===== config.mk =====
export PLATFORM = sky130hd
export DESIGN_NAME = s_ram_n
export DESIGN_NICKNAME = d
export VERILOG_FILES = /design/src/rtl/s_ram_n.sv
export SDC_FILE = /design/constraint.sdc
export NUM_CORES = 1
export LEC_CHECK = 0
export BUFFER_PORTS_ARGS = -buffer_cell sky130_fd_sc_hd__buf_2
export CAP_MARGIN = 20
export CORE_UTILIZATION = 30
export CTS_BUF_LIST = sky130_fd_sc_hd__clkbuf_8
export CTS_CLUSTER_DIAMETER = 100
export DETAILED_ROUTE_END_ITERATION = 8
export PLACE_DENSITY = 0.57
export SKIP_LAST_GASP = 1
export SYNTH_ARGS = -nofsm -noshare
export SYNTH_HDL_FRONTEND = slang
export SYNTH_SLANG_ARGS = --single-unit

===== constraint.sdc =====
create_clock -name clk -period 4.72 [get_ports clk]
set_input_delay 0.708 -clock clk [delete_from_list [all_inputs] [get_ports clk]]
set_output_delay 0.708 -clock clk [all_outputs]
set_load 0.1 [all_outputs]

===== src/rtl/s_ram_n.sv =====
// s_ram_n: WIDTH x DEPTH word-addressable register memory.
//   Synchronous write, registered read (1-cycle latency), and a hardware clear
//   sweep that zeroes one word per cycle after reset or on a clear request.
//   Optional macro S_RAM_N_BYPASS_EN: write-first read-during-write
//   (default build is read-first).

// One storage word; the top-level demux drives its enable and data.
module s_ram_n_word #(
  parameter int WIDTH = 16
) (
  input  logic             clk,
  input  logic             we,
  input  logic [WIDTH-1:0] d,
  output logic [WIDTH-1:0] q
);
  // Storage register, deliberately unreset: the sweep clears it.
  always_ff @(posedge clk) begin
    if (we) q <= d;
  end
endmodule

module s_ram_n #(
  parameter int WIDTH  = 16,
  parameter int DEPTH  = 8,
  parameter int ADDR_W = 3
) (
  input  logic              clk,
  input  logic              reset,
  input  logic [WIDTH-1:0]  in,
  input  logic [ADDR_W-1:0] address,
  input  logic              load,
  input  logic              clear,
  output logic [WIDTH-1:0]  out,
  output logic              busy
);
  generate
    if (DEPTH < 2 || ADDR_W != $clog2(DEPTH) || (1 << ADDR_W) != DEPTH) begin : g_bad_cfg
      $error("s_ram_n: DEPTH must be a power of two >= 2 and ADDR_W == log2(DEPTH)");
    end
  endgenerate

  typedef enum logic {IDLE, CLEAR} state_t;

  state_t                       state;
  logic [ADDR_W-1:0]            ptr;
  logic [DEPTH-1:0][WIDTH-1:0]  words;
  logic [DEPTH-1:0]             we;
  logic [ADDR_W-1:0]            wr_addr;
  logic [WIDTH-1:0]             wr_data;
  logic                         wr_en;

  // Write-port arbitration: the sweep owns the port in CLEAR; a load only
  // lands in IDLE when no clear request competes with it.
  always_comb begin
    wr_en   = 1'b0;
    wr_addr = address;
    wr_data = in;
    if (!reset) begin
      if (state == CLEAR) begin
        wr_en   = 1'b1;
        wr_addr = ptr;
        wr_data = '0;
      end else if (load && !clear) begin
        wr_en   = 1'b1;
      end
    end
  end

  // Address demux into the per-word enables, one storage cell per word.
  generate
    for (genvar i = 0; i < DEPTH; i++) begin : g_word
      assign we[i] = wr_en && (wr_addr == ADDR_W'(i));
      s_ram_n_word #(.WIDTH(WIDTH)) u_word (
        .clk (clk),
        .we  (we[i]),
        .d   (wr_data),
        .q   (words[i])
      );
    end
  endgenerate

  // Sweep FSM and registered read port.
  always_ff @(posedge clk) begin
    if (reset) begin
      state <= CLEAR;
      ptr   <= '0;
      busy  <= 1'b1;
      out   <= '0;
    end else begin
      case (state)
        CLEAR: begin
          out <= '0;
          ptr <= ptr + ADDR_W'(1);
          if (ptr == ADDR_W'(DEPTH - 1)) begin
            state <= IDLE;
            busy  <= 1'b0;
          end
        end
        default: begin
          if (clear) begin
            state <= CLEAR;
            ptr   <= '0;
            busy  <= 1'b1;
            out   <= '0;
          end else begin
`ifdef S_RAM_N_BYPASS_EN
            out <= load ? in : words[address];
`else
            out <= words[address];
`endif
          end
        end
      endcase
    end
  end
endmodule


==> impl_metrics.toml <==
[synthesis]
synthesis.area_mm2 = 0.00595
netlist_instances = 357
synth_seq_cells = 149
syn_nets = 382
yosysWarnings = 0
seq_area_frac_synth_pct = 71.7
synth_edf_count = 128
synth_common_cells = "128 x edfxtp_1, 26 x mux2_1, 22 x mux2_2"
synthArstFlopShare_pct = 0
synth_top_area_share_pct = 64.6
synthTopCellsByArea = "edfxtp_1 65%, dfxtp_1 7.1%, mux2_1 4.9%, mux2_2 4.2%, a211oi_2 2.1%"
avgSynthCellArea_um2 = 16.7
synthMostInstantiatedCell = "edfxtp_1"
yosysTopAreaCell = "edfxtp_1"
synth.distinct_cells = 35
synthFlopType = "edfxtp_1"

[timing]
final.setup.worst_slack_ps = 2160
slew_violations = 0
min_period_over_period_pct = 54.2
rsz0062_at_grt = "false"
max_freq_ghz = 0.391
worst_clock_skew_ps = 12.5
hold_viol = 0
setup_viol = 0
slew_headroom_pct = 31.0
worst_pin_slew_ps = 1040
fin_tns_setup_ps = 0
period_needed_ps = 2560

[critical_path]
worstSetupStartpointType = "input pin"
end_kind = "register"
critPathKind = "input pin to register"
critical_path_arrival_ps = 2700
required_ps = 4860
path_max_fanout = 20

[clocking]
post-cts-setup-buffers = 0
clk_pin_slew_worst_paths_ps = 80
cts_tree = "done"
clock_path_buffers = 2
cts_buffers = 17
hold_buffers = 0
clk_latency_ps = 450
clkSinkCount = 149
root_buffer = "clkbuf_8"
h-tree-depth = 4
cts_resized = 0

[finish]
syn2layout_area_growth_pct = 14.7
diodes = 0
fin_cells = 683
final_nets = 430
drive_above_1_share_pct = 29.4

[power_and_ir_drop]
power.share.clock_pct = 39.4
switching_share_pct = 21.0
p_switching_mw = 0.558
ir_drop_mv = 0.168
power.share.combinational_pct = 5.3
power_density_mw_per_mm2 = 390
seq_power_share_pct = 55.2
p_leak_nw = 2.32
p_int_mw = 2.10

[drt]
via_count = 3131
wl_met3_um = 664
drt_iter0_drc = 265
highest-signal-layer = "met4"
drc = 0
drt-pass1-iter-count = 4
avgViaCountPerCell = 4.58
avgRoutedWirePerCell_um = 18.2
postRouteAntennaNets = 0
met1Wirelength_mm = 5.68
wl_met2_mm = 5.84
wl_mm = 12.4

[floorplan]
die_area_mm2 = 0.0204
rows = 51
io_pins = 40
initial_core_util_pct = 30.5
die-height_um = 143
die_x_um = 143
fp.coreArea_mm2 = 0.0195

[placed_design]
dpl.hpwl_mm = 7.31
pre_cts_ws_ps = 1680
placed_cells = 651
gp_congestion = 0.725
portBuffers = 39

[global_routing]
grtUsageTotal_pct = 13.0
grt_pass1_vias = 3271
grt_pass1_wl_mm = 18.8
grt_overflow = 0
grt_start_max_net_pins = 42
antenna_found_initial = 0

[run]
maxCapViolations = 0

[min_path]
hold_class = "register to register"

[outcome]
status = "finished, final reports clean"
## kinds of logic (layout without fill, tap and decap cells)
group,count (synthesis),in the layout,synth area share (%)
AOI/OAI and AO/OA,58,58,7.03
adders and majority gates,2,2,0.421
buffers and inverters,22,83,2.71
DFF,149,149,71.7
muxes,49,49,9.26
and+or+nand+nor,77,77,8.86
## cell usage in the layout (no fill, tap or decap), types with 2 or more instances in the layout
| cell type | count |
|---|---|
| nor2b_1 | 19 |
| dfxtp_1 | 21 |
| ha_1 | 2 |
| a31oi_1 | 4 |
| o21ai_0 | 8 |
| o22ai_1 | 16 |
| a211oi_1 | 6 |
| nand2b_1 | 4 |
| buf_4 | 10 |
| a22o_1 | 2 |
| inv_1 | 5 |
| clkinv_2 | 5 |
| bufinv_16 | 4 |
| and4bb_1 | 2 |
| mux2_2 | 22 |
| o21ai_1 | 10 |
| nand2_1 | 3 |
| nor3_2 | 10 |
| nor2_1 | 10 |
| clkbuf_8 | 19 |
| mux2_1 | 26 |
| edfxtp_1 | 128 |
| buf_2 | 39 |
| nor3_1 | 6 |
| a211oi_2 | 10 |
| and2_1 | 16 |
## state kept, by name, indices dropped and copies added, names as in the netlist
name	count
busy	1
g_word.u_word.q	128
out	16
ptr	3
state	1
## power by group through the flow
stage / clock (mW) / sequential [mW] / combinational, mW
6_report: 1.05 / 1.47 / 0.142
5_1_grt: 1.13 / 1.47 / 0.155
4_1_cts: 1.08 / 1.47 / 0.145
3_5_place_dp: 0 / 1.50 / 0.144
3_3_place_gp: 0 / 1.50 / 0.140
2_1_floorplan: 0 / 1.50 / 0.101
## metal layers
layer,up-vias,GRT usage (%)
met5,-,0
met4,0,6.06
met3,16,3.52
met2,72,20.5
met1,1571,16.6
li1,1472,-
## area by class of cell
cell class,instances,area (um^2)
multi-input cells,186,1520
well taps,265,332
repair buffers,49,270
inverters,2,7.51
clock inverters,13,164
flip-flops and latches,149,4260
fillers,1853,12600
clock buffers,19,262
## worst max-delay path, stage by stage
cell,delay [ps]
buf_2,200
nand2b_1,670
a31oi_1,210
nor2_1,590
buf_4,320
## path summary, 6_finish.rpt
| kind | startpoint | cells past startpoint | slack (ps) | to |
|---|---|---|---|---|
| min | busy | 2 | 510 | busy |
| min reg2reg | busy | 2 | 510 | busy |
| max | reset | 5 | 2160 | g_word[2].u_word.q[5] |
| max reg2reg | state | 4 | 2180 | g_word[2].u_word.q[5] |
## metrics by stage
stage	instance area (um^2)	power, mW	hold WS [ps]	util [%]
5_1_grt	6820	2.75	568	35.0
3_3_place_gp	6390	1.64	478	32.9
6_report	6820	2.66	505	35.0
3_5_place_dp	6390	1.64	481	32.9
2_1_floorplan	5950	1.60	493	-
4_1_cts	6820	2.70	511	35.0
No activity file was read; power rests on OpenSTA's default activity.
